<file path="config.mk">
export PLATFORM = sky130hd
export DESIGN_NAME = mac_ctrl
export DESIGN_NICKNAME = d
export VERILOG_FILES = /design/src/rtl/mac_pkg.sv /design/src/rtl/mac_ctrl_valid_delay.sv /design/src/rtl/mac_ctrl.sv
export SDC_FILE = /design/constraint.sdc
export NUM_CORES = 1
export LEC_CHECK = 0
export ABC_AREA = 1
export ABC_CLOCK_PERIOD_IN_PS = 12900
export CORE_ASPECT_RATIO = 1.25
export CORE_UTILIZATION = 35
export CTS_CLUSTER_SIZE = 10
export DETAILED_ROUTE_END_ITERATION = 8
export HOLD_SLACK_MARGIN = 0.05
export PLACE_DENSITY_LB_ADDON = 0.25
export REMOVE_ABC_BUFFERS = 1
export SLEW_MARGIN = 25
export SYNTH_ARGS = -nofsm -noshare
export SYNTH_HDL_FRONTEND = slang
export SYNTH_SLANG_ARGS = --single-unit
</file>
<file path="constraint.sdc">
create_clock -name clk -period 12.9 [get_ports clk]
set_input_delay 1.935 -clock clk [delete_from_list [all_inputs] [get_ports clk]]
set_output_delay 1.935 -clock clk [all_outputs]
set_load 0.005 [all_outputs]
</file>
<file path="src/rtl/mac_pkg.sv">
// rtl/mac_pkg.sv - shared FSM state type and MAC latency derivation for mac_ctrl
package mac_pkg;

    typedef enum logic [1:0] {
        IDLE,
        ISSUE,
        DRAIN,
        DONE
    } state_t;

    function automatic int mac_latency(input int simd_width);
        return $clog2(simd_width) + 1;
    endfunction

endpackage

</file>
<file path="src/rtl/mac_ctrl_valid_delay.sv">
// rtl/mac_ctrl_valid_delay.sv - fixed-depth valid tag pipeline with drain detection
module mac_ctrl_valid_delay #(
    parameter int DEPTH = 3
) (
    input  logic clk,
    input  logic rst,
    input  logic in,
    output logic out,
    output logic empty
);

    // every stage except the output one; empty means the output bit is the last in flight
    localparam logic [DEPTH-1:0] BEHIND_OUT = {DEPTH{1'b1}} >> 1;

    logic [DEPTH-1:0] stages;

    always_ff @(posedge clk or posedge rst) begin
        if (rst) begin
            stages <= '0;
        end else begin
            stages[0] <= in;
            for (int i = 1; i < DEPTH; i++) begin
                stages[i] <= stages[i-1];
            end
        end
    end

    assign out   = stages[DEPTH-1];
    assign empty = ~in & ~|(stages & BEHIND_OUT);

endmodule

</file>
<file path="src/rtl/mac_ctrl.sv">
// rtl/mac_ctrl.sv - sequences operand reads into a SIMD MAC and accumulates one signed sum per job
module mac_ctrl
    import mac_pkg::*;
#(
    parameter int SIMD_WIDTH    = 4,
    parameter int MAC_OUT_WIDTH = 34,
    parameter int ACC_WIDTH     = 48,
    parameter int LEN_WIDTH     = 16,
    parameter int ADDR_WIDTH    = 16
) (
    input  logic                     clk,
    input  logic                     arst_in,
    input  logic                     start_valid,
    output logic                     start_ready,
    input  logic [LEN_WIDTH-1:0]     cfg_len,
    input  logic [ADDR_WIDTH-1:0]    cfg_base_a,
    input  logic [ADDR_WIDTH-1:0]    cfg_base_b,
    output logic                     rd_en,
    output logic [ADDR_WIDTH-1:0]    rd_addr_a,
    output logic [ADDR_WIDTH-1:0]    rd_addr_b,
    output logic                     mac_valid,
    input  logic [MAC_OUT_WIDTH-1:0] mac_out,
    output logic                     res_valid,
    input  logic                     res_ready,
    output logic [ACC_WIDTH-1:0]     res_data,
    output logic                     busy
);

    localparam int MAC_LATENCY = mac_latency(SIMD_WIDTH);
    localparam int EXT_BITS    = ACC_WIDTH - MAC_OUT_WIDTH;

    localparam logic [LEN_WIDTH-1:0]  LEN_ONE  = 1;
    localparam logic [ADDR_WIDTH-1:0] ADDR_ONE = 1;

    state_t                  state, state_nxt;
    logic [LEN_WIDTH-1:0]    len_q;
    logic [LEN_WIDTH-1:0]    beat;
    logic [ADDR_WIDTH-1:0]   cur_a, cur_b;
    logic [ADDR_WIDTH-1:0]   last_a, last_b;
    logic [ACC_WIDTH-1:0]    acc;
    logic                    accept;
    logic                    tag;
    logic                    tag_empty;

    assign accept = start_valid & start_ready;

    always_comb begin
        state_nxt   = state;
        start_ready = 1'b0;
        rd_en       = 1'b0;
        res_valid   = 1'b0;
        busy        = 1'b1;
        case (state)
            IDLE: begin
                start_ready = 1'b1;
                busy        = 1'b0;
                if (start_valid) begin
                    state_nxt = (cfg_len == '0) ? DONE : ISSUE;
                end
            end
            ISSUE: begin
                rd_en = 1'b1;
                if (beat == len_q - LEN_ONE) begin
                    state_nxt = DRAIN;
                end
            end
            DRAIN: begin
                // leave on the same edge that performs the final accumulation
                if (tag_empty) begin
                    state_nxt = DONE;
                end
            end
            DONE: begin
                res_valid = 1'b1;
                if (res_ready) begin
                    state_nxt = IDLE;
                end
            end
            default: state_nxt = IDLE;
        endcase
    end

    always_ff @(posedge clk or posedge arst_in) begin
        if (arst_in) begin
            state     <= IDLE;
            mac_valid <= 1'b0;
            len_q     <= '0;
            beat      <= '0;
            cur_a     <= '0;
            cur_b     <= '0;
            last_a    <= '0;
            last_b    <= '0;
            acc       <= '0;
        end else begin
            state     <= state_nxt;
            mac_valid <= rd_en;
            if (accept) begin
                len_q <= cfg_len;
                beat  <= '0;
                cur_a <= cfg_base_a;
                cur_b <= cfg_base_b;
            end else if (rd_en) begin
                beat   <= beat + LEN_ONE;
                cur_a  <= cur_a + ADDR_ONE;
                cur_b  <= cur_b + ADDR_ONE;
                last_a <= cur_a;
                last_b <= cur_b;
            end
            if (accept) begin
                acc <= '0;
            end else if (tag) begin
                acc <= acc + {{EXT_BITS{mac_out[MAC_OUT_WIDTH-1]}}, mac_out};
            end
        end
    end

    assign rd_addr_a = rd_en ? cur_a : last_a;
    assign rd_addr_b = rd_en ? cur_b : last_b;
    assign res_data  = acc;

    mac_ctrl_valid_delay #(
        .DEPTH (MAC_LATENCY)
    ) u_tag (
        .clk   (clk),
        .rst   (arst_in),
        .in    (mac_valid),
        .out   (tag),
        .empty (tag_empty)
    );

endmodule

</file>
Yosys cells after proc, flatten, opt, wreduce, memory -nomap -nowiden
Cells that the tools add are included.
{"block": "totals", "word_cells": 53, "output_inout_bits": 85, "inputBits": 86, "ff_bits": 150}
{"block": "classes", "add_sub_neg": 5, "eq_ne": 8, "mux": 20, "n_reduce_logical": 7, "bitwise": 3}
{"op": "two-way mux 16 bit", "n": 8}
{"op": "two-way mux 48 bit", "n": 2}
{"op": "adder 16 x 1 -> 16 bit, second input constant", "n": 3}
{"op": "adder 48 bit", "n": 1}
{"op": "== test 16 bit", "n": 1}
{"op": "logical NOT 16 bit", "n": 1}
{"op": "subtractor 16 x 1 -> 16 bit, second input constant", "n": 1}
{"op": "two-way mux 2 bit", "n": 5}
{"op": "!= test 2 bit, second input constant", "n": 4}
{"op": "case mux 2 bit (4 select lines)", "n": 1}
{"op": "== test 2 bit, second input constant", "n": 2}
{"op": "two-way mux 1 bit", "n": 4}
{"op": "AND reduction 4 bit", "n": 1}
{"op": "nonzero test 2 bit", "n": 2}
{"op": "AND 1 bit", "n": 2}
{"op": "== test 2 x 1 -> 1 bit, second input constant", "n": 1}
{"op": "logical NOT 2 bit", "n": 1}
{"op": "OR reduction 2 bit", "n": 1}
{"op": "logical NOT 1 bit", "n": 1}
{"op": "inverter 1 bit", "n": 1}

Logic depth before layout (Yosys ltp)
{"block": "logic_depth", "ltp_word": 5, "ltp_mapped": 16}

Hierarchy
From an unflattened synthesis, not the netlist that was laid out.
{"block": "hier_totals", "cells_unflattened": 1594, "area_unflattened_um2": 10759.1}
{"module": "mac_ctrl", "area_each_um2": 10662.7, "seq_area_each_um2": 3678.5, "instances": 1, "cells_per_inst": 1586}
{"module": "mac_ctrl_valid_delay", "area_each_um2": 96.3, "seq_area_each_um2": 75.1, "instances": 1, "cells_per_inst": 8}

Worst setup path before layout
Ideal clock, no wire load.
{"block": "synth_timing", "path_type": "flip-flop to output port", "from": "reg state[1]", "to": "out rd_addr_b[1]", "path_slack_ns": 9.339, "path_stages_with_launch": 9, "t_arrival_ns": 1.626, "cell_sequence": "dfrtp_1 -> inv_1 -> ha_1 -> inv_2 -> buf_2 -> clkbuf_1 -> clkbuf_1 -> nand2_1 -> o21ai_0"}
{"block": "synth_via", "elab_chain_len": 3}
{"item": "from (decl)", "line_no": "mac_ctrl.sv:35", "text": "state_t state, state_nxt;"}
{"item": "from (signal assigned)", "line_no": "mac_ctrl.sv:95", "text": "state <= state_nxt;"}
{"item": "== test 2 x 1 -> 1 bit", "line_no": "mac_ctrl.sv:53", "text": "case (state)"}
{"item": "two-way mux 1 bit", "line_no": "mac_ctrl.sv:53"}
{"item": "net rd_en", "line_no": "mac_ctrl.sv:18", "text": "output logic rd_en,"}
{"item": "two-way mux 16 bit"}
{"item": "to (decl)", "line_no": "mac_ctrl.sv:20", "text": "output logic [ADDR_WIDTH-1:0] rd_addr_b,"}
The timed path passes the listed nets, and every way through them passes these cells.

Worst setup path in the final report
{"block": "layout_timing", "from": "in start_valid", "to": "reg cur_b[13]"}
{"block": "layout_via", "elab_chain_len": 2}
{"item": "from (decl)", "line_no": "mac_ctrl.sv:13", "text": "input logic start_valid,"}
{"item": "AND 1 bit (*)", "line_no": "mac_ctrl.sv:45", "text": "assign accept = start_valid & start_ready;"}
{"item": "two-way mux 16 bit or nonzero test 2 bit (tied branches)"}
{"item": "to (signal assigned)", "line_no": "mac_ctrl.sv:101", "text": "cur_b <= cfg_base_b;"}
{"item": "to (signal assigned)", "line_no": "mac_ctrl.sv:105", "text": "cur_b <= cur_b + ADDR_ONE;"}
{"item": "to (decl)", "line_no": "mac_ctrl.sv:38", "text": "logic [ADDR_WIDTH-1:0] cur_a, cur_b;"}
Mark *: on every way between the ends. The rest lies on a longest branch, timed or not.
A chain may end at the register's enable or synchronous reset.

==> out/results.ini <==
[routing]
totalWireLength_um = 32500
drtIter0Drc = 611
drc_errors = 0
drt-wirelength-per-cell_um = 14.9
drtAntennaViolNets = 0
via_count = 10700
vias_per_cell = 4.89
dr.pass1.iters = 5

[setup_path]
crit_slowest_cell = nor2_1
endpoint_kind = flip-flop
critPathBufInv = 5
crit_fanout = 86
cp_top_family = buffers and inverters
critPathRequiredTime_ns = 13.25
crit_top_cell = buf_4
slowest_delay_ns = 0.68
critPathLaunchType = input pin
cp.arrival_ns = 5.36
crit_chain = clkdlybuf4s50_1, nand2_2, buf_4, inv_2, nor2_1, inv_1, buf_4, a21oi_1, o21ai_0, o211ai_1
path_class = input pin to flip-flop

[global_route]
antenna_found_initial = 0
grt_pass1_wl_um = 52900
grt_remaining_overflow = 0
grt_use_total_pct = 21.2
grt_pass1_vias = 10500
grt_max_degree = 87

[cts]
clkLatencyLatePin_ns = 0.44
numCtsBuffers = 17
cts-root-buf = clkbuf_16
post_cts_resized = 0
cts_hold_repair.buffers = 0
htree_levels = 4
clockBufferDepth = 2
cts_sinks = 150
cts_tree = built
post-cts-setup-buffers = 0
clk_pin_slew_ns = 0.07

[layout]
multi_input_comb_area_um2 = 6090
fillCellCount = 3161
final_area_um2 = 13500
drive_gt1_share_pct = 3.88
layout.cells.non_filler = 2181
regArea_um2 = 3750
antenna_cells = 0
syn2layout_area_growth_pct = 25.1
nets = 1909

[place]
placedCellCount = 2149
io_buffers = 170
placed_area_um2 = 12900
globalplace.congestion = 0.975
hpwl_um = 25200

[synth]
synth_xor_area_share_pct = 2.89
synthMuxAreaShare_pct = 0
yosysWarnings = 0
synth_fa_ha_area_share_pct = 6.57
synth_area_per_cell_um2 = 6.69
yosysUniqueCellTypes = 40
ys_ff_latch = 150
ys_seq_area_share_pct = 34.8
synthArstFlopShare_pct = 100
synth-edff-count = 0
synthSimpleGateAreaFrac_pct = 29.8
netlist_area_um2 = 10800
ys.flop_type = dfrtp_1
synth_top_family_by_area = simple AND/OR/NAND/NOR gates
syn_inst = 1610
synth_compound_area_share_pct = 17.2

[timing]
hold_viol = 0
setup_viol_count_final = 0
slew_headroom_pct = 40.1
max_freq_mhz = 200
final.setup.tns_ns = 0
finalClockSkew_ns = 0.00902
layout_min_cycle_time_ns = 5.01
drv_slew = 0
tightestPinTransition_ns = 0.899
fin_crit_sh_pct = 38.9
rsz0062_at_grt = no

[power_and_ir_drop]
total_leakage_power_nw = 6.51
ir_worst_vdd_uv = 126
power.density_nw_per_um2 = 228
p_total_mw = 3.07

[die]
die_height_um = 198
fp.dieW_um = 159
start_util_pct = 35.7
dieArea_um2 = 31500
rows = 71
coreArea_um2 = 30200
ios = 171

[status]
status = finished clean

[job]
cap_violations = 0

[hold_path]
hold_class = flip-flop to flip-flop

==> layout make-up <==
type                       instances  share of cell area [%]
inverter                         209                    5.86
clock buffer                      19                    3.21
timing repair buffer             176                    13.1
sequential                       150                    27.9
clock inverter                    13                    1.03
tap                              401                    3.72
multi-input combinational       1213                    45.2
==> logic make-up after synthesis <==
kind of cell,count (synthesis)
DFF,150
and+or+nand+nor,784
adders and majority gates,56
buffers and inverters,247
AOI/OAI and AO/OA,339
xor gates and xnor gates,34
==> layer usage <==
metal | GRT usage, % | part of all wire, %
met4 | 8.01 | 2.9
met3 | 3.56 | 3.7
met2 | 39.2 | 51
met5 | 0 | 0
met1 | 24.3 | 42
==> registers in the layout, summed over array words and instances, names as in the netlist, 3 cells and up <==
name and flops:
res_data 48, beat 16, cur_a 16, cur_b 16, last_a 16, last_b 16
len_q 16, u_tag.stages 3
==> per-stage QoR <==
step / setup slack, ns / hold WS (ns) / util (%)
final: 7.89 / 0.381 / 44.6
after global routing: 7.54 / 0.406 / 44.6
after CTS: 7.88 / 0.381 / 44.6
after detailed placement: 7.43 / 0.366 / 42.7
after global placement: 7.53 / 0.360 / 42.6
after floorplan: 6.93 / 0.355 / -
==> cells in the final DEF (no fill, tap or decap), types with 13 or more instances in the layout <==
master / instances
nand2_1: 454
inv_1: 203
nor2_1: 181
clkdlybuf4s50_1: 170
o21ai_0: 156
dfrtp_1: 150
a21oi_1: 110
nand3_1: 72
ha_1: 55
xor2_1: 31
nor3_1: 24
nand4_1: 21
clkbuf_16: 17
o21ai_1: 16
o21bai_1: 14
nor2_2: 13
==> report_power, final <==
| part | internal, mW | switching, mW | total (mW) | leakage [nW] |
|---|---|---|---|---|
| Sequential | 0.670 | 0.168 | 0.838 | 1.88 |
| Combinational | 0.715 | 1.02 | 1.74 | 4.34 |
| Clock | 0.272 | 0.224 | 0.496 | 0.282 |
| Total | 1.66 | 1.41 | 3.07 | 6.51 |
==> cells in the mapped netlist, types with 5 or more instances <==
master,count,area [um2]
dfrtp_1,150,3750
xor2_1,31,272
nand4_1,21,131
nor2_2,13,81.3
a21boi_0,5,37.5
nand3b_1,5,37.5
o21bai_1,14,105
nor2_1,182,683
clkbuf_1,27,101
ha_1,55,688
o22ai_1,6,37.5
a21o_1,5,37.5
o21ai_1,16,80.1
o211ai_1,5,37.5
nor3_1,24,120
nand3_1,72,360
nand2_1,455,1710
o21ai_0,156,781
a21oi_1,110,551
buf_2,9,45.0
o21a_1,6,45.0
inv_1,205,769
==> final timing paths <==
path / start / to / slack (ns) / depth (start not counted)
min in group asynchronous: arst_in / res_data[39] / 2.03 / 2
worst max register to register: state[0] / cur_b[13] / 9.10 / 11
worst min-delay path: u_tag.stages[0] / u_tag.stages[1] / 0.38 / 0
max in group asynchronous: arst_in / cur_a[7] / 9.48 / 3
worst max-delay path: start_valid / cur_b[13] / 7.89 / 10
worst min register to register: u_tag.stages[0] / u_tag.stages[1] / 0.38 / 0
No activity file was read; power rests on OpenSTA's default activity.
